## src/rtl/rr_arbiter3_pkg.sv

```systemverilog
// Shared types and constants for the 3-client round-robin arbiter.
package rr_arbiter3_pkg;

  localparam int N_CLIENTS = 3;

  // 2-bit FSM encoding; 2'b11 is unused and recovers to ST_IDLE.
  typedef enum logic [1:0] {
    ST_IDLE  = 2'd0,
    ST_GRANT = 2'd1,
    ST_GAP   = 2'd2
  } state_t;

  // Converts a client index to a one-hot grant vector (all-zero for index 3).
  function automatic logic [2:0] onehot3(input logic [1:0] idx);
    logic [2:0] vec;
    case (idx)
      2'd0:    vec = 3'b001;
      2'd1:    vec = 3'b010;
      2'd2:    vec = 3'b100;
      default: vec = 3'b000;
    endcase
    return vec;
  endfunction

endpackage

```

## src/rtl/rr_pick3.sv

```systemverilog
// Combinational round-robin picker: searches last+1, last+2, last+3 (mod 3).
module rr_pick3 (
  input  logic [2:0] req,
  input  logic [1:0] last,
  output logic [1:0] pick,
  output logic       valid
);

  // Select the first requesting client after the previous owner.
  always_comb begin
    pick  = 2'd0;
    valid = |req;
    case (last)
      2'd0: begin
        if (req[1])      pick = 2'd1;
        else if (req[2]) pick = 2'd2;
        else             pick = 2'd0;
      end
      2'd1: begin
        if (req[2])      pick = 2'd2;
        else if (req[0]) pick = 2'd0;
        else             pick = 2'd1;
      end
      default: begin
        if (req[0])      pick = 2'd0;
        else if (req[1]) pick = 2'd1;
        else             pick = 2'd2;
      end
    endcase
  end

endmodule

```

## src/rtl/rr_arbiter3.sv

```systemverilog
// Three-client round-robin arbiter with registered one-hot grant, hold
// timeout, and a mandatory dead cycle between successive owners.
module rr_arbiter3
  import rr_arbiter3_pkg::*;
#(
  parameter int unsigned MAX_HOLD = 1000,
  parameter int unsigned CW       = 16
) (
  input  logic       clk,
  input  logic       rstn,
  input  logic [2:0] req,
  output logic [2:0] gnt,
  output logic [1:0] gnt_id,
  output logic       busy,
  output logic       any_req,
  output logic       expired
);

  localparam bit            TIMEOUT_EN = (MAX_HOLD != 0);
  localparam logic [CW-1:0] HOLD_LAST  = (MAX_HOLD == 0) ? '0 : CW'(MAX_HOLD - 1);

  state_t        state_r, state_s;
  logic [2:0]    gnt_r, gnt_s;
  logic [1:0]    gnt_id_r, gnt_id_s;
  logic          busy_r, busy_s;
  logic          expired_r, expired_s;
  logic [CW-1:0] hold_cnt_r, hold_cnt_s;
  logic [1:0]    last_r, last_s;
  logic [1:0]    pick_s;
  logic          pick_valid_s;
  logic          owner_req_s;

  rr_pick3 u_pick (
    .req   (req),
    .last  (last_r),
    .pick  (pick_s),
    .valid (pick_valid_s)
  );

  assign any_req     = |req;
  // Owner still requesting; gnt_r is one-hot of gnt_id_r while granting.
  assign owner_req_s = |(req & gnt_r);

  // Next-state and next-output logic for the IDLE/GRANT/GAP sequence.
  always_comb begin
    state_s    = state_r;
    gnt_s      = gnt_r;
    gnt_id_s   = gnt_id_r;
    busy_s     = busy_r;
    expired_s  = 1'b0;
    hold_cnt_s = hold_cnt_r;
    last_s     = last_r;
    case (state_r)
      ST_IDLE: begin
        if (pick_valid_s) begin
          gnt_s      = onehot3(pick_s);
          gnt_id_s   = pick_s;
          busy_s     = 1'b1;
          last_s     = pick_s;
          hold_cnt_s = '0;
          state_s    = ST_GRANT;
        end else begin
          gnt_s   = 3'b000;
          busy_s  = 1'b0;
          state_s = ST_IDLE;
        end
      end
      ST_GRANT: begin
        if (!owner_req_s) begin
          // Normal release wins over a coincident timeout.
          gnt_s   = 3'b000;
          busy_s  = 1'b0;
          state_s = ST_GAP;
        end else if (TIMEOUT_EN && (hold_cnt_r == HOLD_LAST)) begin
          gnt_s     = 3'b000;
          busy_s    = 1'b0;
          expired_s = 1'b1;
          state_s   = ST_GAP;
        end else begin
          hold_cnt_s = hold_cnt_r + CW'(1);
        end
      end
      ST_GAP: begin
        gnt_s   = 3'b000;
        busy_s  = 1'b0;
        state_s = ST_IDLE;
      end
      default: begin
        gnt_s      = 3'b000;
        busy_s     = 1'b0;
        hold_cnt_s = '0;
        state_s    = ST_IDLE;
      end
    endcase
  end

  // State and output registers; last resets to 2 so client 0 wins first.
  always_ff @(posedge clk or negedge rstn) begin
    if (!rstn) begin
      state_r    <= ST_IDLE;
      gnt_r      <= 3'b000;
      gnt_id_r   <= 2'd0;
      busy_r     <= 1'b0;
      expired_r  <= 1'b0;
      hold_cnt_r <= '0;
      last_r     <= 2'd2;
    end else begin
      state_r    <= state_s;
      gnt_r      <= gnt_s;
      gnt_id_r   <= gnt_id_s;
      busy_r     <= busy_s;
      expired_r  <= expired_s;
      hold_cnt_r <= hold_cnt_s;
      last_r     <= last_s;
    end
  end

  assign gnt     = gnt_r;
  assign gnt_id  = gnt_id_r;
  assign busy    = busy_r;
  assign expired = expired_r;

endmodule

```

## config.mk

```make
export PLATFORM = sky130hd
export DESIGN_NAME = rr_arbiter3
export DESIGN_NICKNAME = d
export VERILOG_FILES = /design/src/rtl/rr_arbiter3_pkg.sv /design/src/rtl/rr_pick3.sv /design/src/rtl/rr_arbiter3.sv
export SDC_FILE = /design/constraint.sdc
export NUM_CORES = 1
export LEC_CHECK = 0
export CAP_MARGIN = 20
export CORE_MARGIN = 2
export CORE_UTILIZATION = 51
export DETAILED_ROUTE_END_ITERATION = 16
export HOLD_SLACK_MARGIN = 0.1
export PLACE_DENSITY = 0.75
export SKIP_CTS_REPAIR_TIMING = 1
export SLEW_MARGIN = 5
export SYNTH_ARGS = -nofsm -noshare
export SYNTH_HDL_FRONTEND = slang
export SYNTH_SLANG_ARGS = --single-unit
```

## constraint.sdc

```tcl
create_clock -name clk -period 1.9 [get_ports clk]
set_clock_uncertainty 0.1 [all_clocks]
set_input_delay 0.19 -clock clk [delete_from_list [all_inputs] [get_ports clk]]
set_output_delay 0.19 -clock clk [all_outputs]
set_load 0.03 [all_outputs]
```

==> results.cfg <==
[status]
status = completed

[placement]
dp_cells = 228
placement.io_buffers = 12
globalplace.congestion = 0.9107
hpwl_um = 2935
placed_cell_area_sq_mm = 0.001852
dp_slack_ns = -0.1549

[power_and_ir_drop]
powerDensity_mw_per_mm2 = 1152
p_leak_uw = 0.0008561
finalPower_uw = 2243
peakVddDrop_mv = 0.8935

[timing]
worst_slack_ns = 0.08711
max_freq_mhz = 551.6
period_needed_ns = 1.813
final.period_utilization_pct = 95.42
fin_hold_ws_ns = 0.1076
drv_slew = 0
relSlewSlack_pct = 73.69
hold_viol = 0
setup_violations = 0
tightest_slew_ns = 0.3947

[route]
vias = 1442
drc = 0
via_per_inst = 6.216
wl_um = 3919
first_pass_iters = 5
drt_iter0_drc = 74
ant_nets = 0
avgRoutedWirePerCell_um = 16.89

[global_route]
grt_pass1_wl_um = 6486
antenna_found_initial = 0
grt_usage_pct = 24.81
grt_overflow = 0
grt_start_max_net_pins = 27
grt_pass1_vias = 1451

[critical_path]
r2r_cells = 5
setup.worst_path.end = hold_cnt_r[7]
startpoint = hold_cnt_r[3]
worstPathRequired_ns = 2.06
critPathKind = flip-flop to flip-flop
worstPathArrival_ns = 1.98
r2r_start = hold_cnt_r[3]
reg2reg_to = hold_cnt_r[7]
critPathLaunchType = flip-flop
endpoint_kind = flip-flop
crit_fanout = 8
r2r_slack_ns = 0.09

[floorplanning]
die-area_sq_mm = 0.003444
fp.dieW_um = 58.69
die_h_um = 58.69
coreArea_sq_mm = 0.002805
initial_utilization_pct = 54.37
io_pins = 13
fp-row-count = 19

[clocking]
clock_sinks = 26
clockBufferDepth = 2
clk_pin_slew_worst_paths_ns = 0.15
cts-root-buf = clkbuf_4
clock_latency_ns = 0.33
cts_max_level = 1
cts_tree = built
cts_made_buffers = 3

[logic_synthesis]
yosysMostFrequentCell = dfrtp_1
synth_top_area_cell = dfrtp_1
synth_area_sq_mm = 0.001525
synthFlopType = dfrtp_1
yosysTopAreaCellShare_pct = 41.02
synth_common_cells = dfrtp_1 (25), nand2_1 (22), nand3_1 (12)
syn_area_per_cell_sq_um = 9.415
synth-edff-count = 0
synthCells = 162
ys_warn_count = 0
synthDistinctLibCells = 47
synth-seq-cells = 26
synth_area_leaders = dfrtp_1 (41%), nand2_1 (5.4%), nand3_1 (3.9%), nor4b_4 (3.1%), nor3_1 (3.0%)
async_reset_ff_share_pct = 100.0
ys_seq_area_share_pct = 42.74
syn-num-nets = 168

[finish]
finish.instance_area_sq_mm = 0.001948
syn2layout_area_growth_pct = 27.73
diodes = 0
drive_gt1_share_pct = 26.37
layout.cells.non_filler = 232
nets = 208
num-fill-cells = 213

[flow_run]
maxCapViolCount = 0

[hold_path]
hp-class = input port to asynchronous set/reset pin
## cell type report
type / count / area (sq um) / area share (%)
Tap cell: 31 / 38.79 / 1.991
Sequential cell: 26 / 651.9 / 33.46
Clock buffer: 3 / 22.52 / 1.156
Inverter: 6 / 22.52 / 1.156
Timing Repair Buffer: 42 / 351.6 / 18.05
Clock inverter: 1 / 30.03 / 1.541
Multi-Input combinational cell: 123 / 830.8 / 42.65
## report_power, final
part | switching (uW) | internal [uW]
combinational | 616 | 503
clock | 174 | 213
sequential | 76.7 | 660
total | 867 | 1380
## sequential cells by signal (all words and copies together), names as in the netlist
name and flops:
gnt 3, last_r 1, busy 1, expired 1, hold_cnt_r 16, state_r 2, gnt_id 2
## logic make-up after synthesis
kind of cell	Yosys count	share of synthesized area, %
DFF	26	42.74
muxes	3	1.969
AOI/OAI and AO/OA	42	18.46
adders and majority gates	1	0.8202
buffers and inverters	13	5.249
and+or+nand+nor	77	30.76
## how the worst min path moves through the flow
stage / start / endpoint / slack [ns]
finish: rstn / hold_cnt_r[3] / 0.11
global route: rstn / state_r[1] / 0.15
CTS: rstn / hold_cnt_r[3] / 0.12
detailed placement: gnt_id[1] / gnt_id[1] / 0.38
global placement: busy / busy / 0.37
floorplan: rstn / busy / -0.21
## through the flow
step	util, %	TNS, ns
6_report	69.45	0
5_1_grt	69.45	-0.008417
4_1_cts	67.89	-0.1718
3_5_place_dp	66.01	-1.374
3_3_place_gp	66.01	-0.5655
2_1_floorplan	-	0
## cell usage in the layout (no fill, tap or decap), types with 3 or more instances in the layout
cell,n
a21o_1,4
a21oi_1,5
a31oi_1,5
buf_4,29
clkbuf_4,3
clkdlybuf4s50_1,11
dfrtp_1,25
inv_1,6
mux2i_1,3
nand2_1,21
nand2b_1,3
nand3_1,12
nand4_1,4
nor2_1,5
nor3_1,9
o21ai_0,8
o21ai_1,5
## metal layers
layer / wire [um] / share of wire, % / vias up / track usage [%]
met3: 210 / 5.4 / 13 / 2.198
met1: 1628 / 42 / 696 / 33.00
met5: 0 / 0 / - / 0
li1: - / - / 681 / -
met4: 93 / 2.4 / 0 / 10.06
met2: 1986 / 51 / 52 / 41.89
## worst max-delay path, stage by stage, from the launching register on
cell,delay [ns]
dfrtp_1,0.55
nand3_1,0.23
nor2_2,0.27
nand3_1,0.15
or2_2,0.30
mux2i_1,0.14
(Power assumes the default switching activity.)
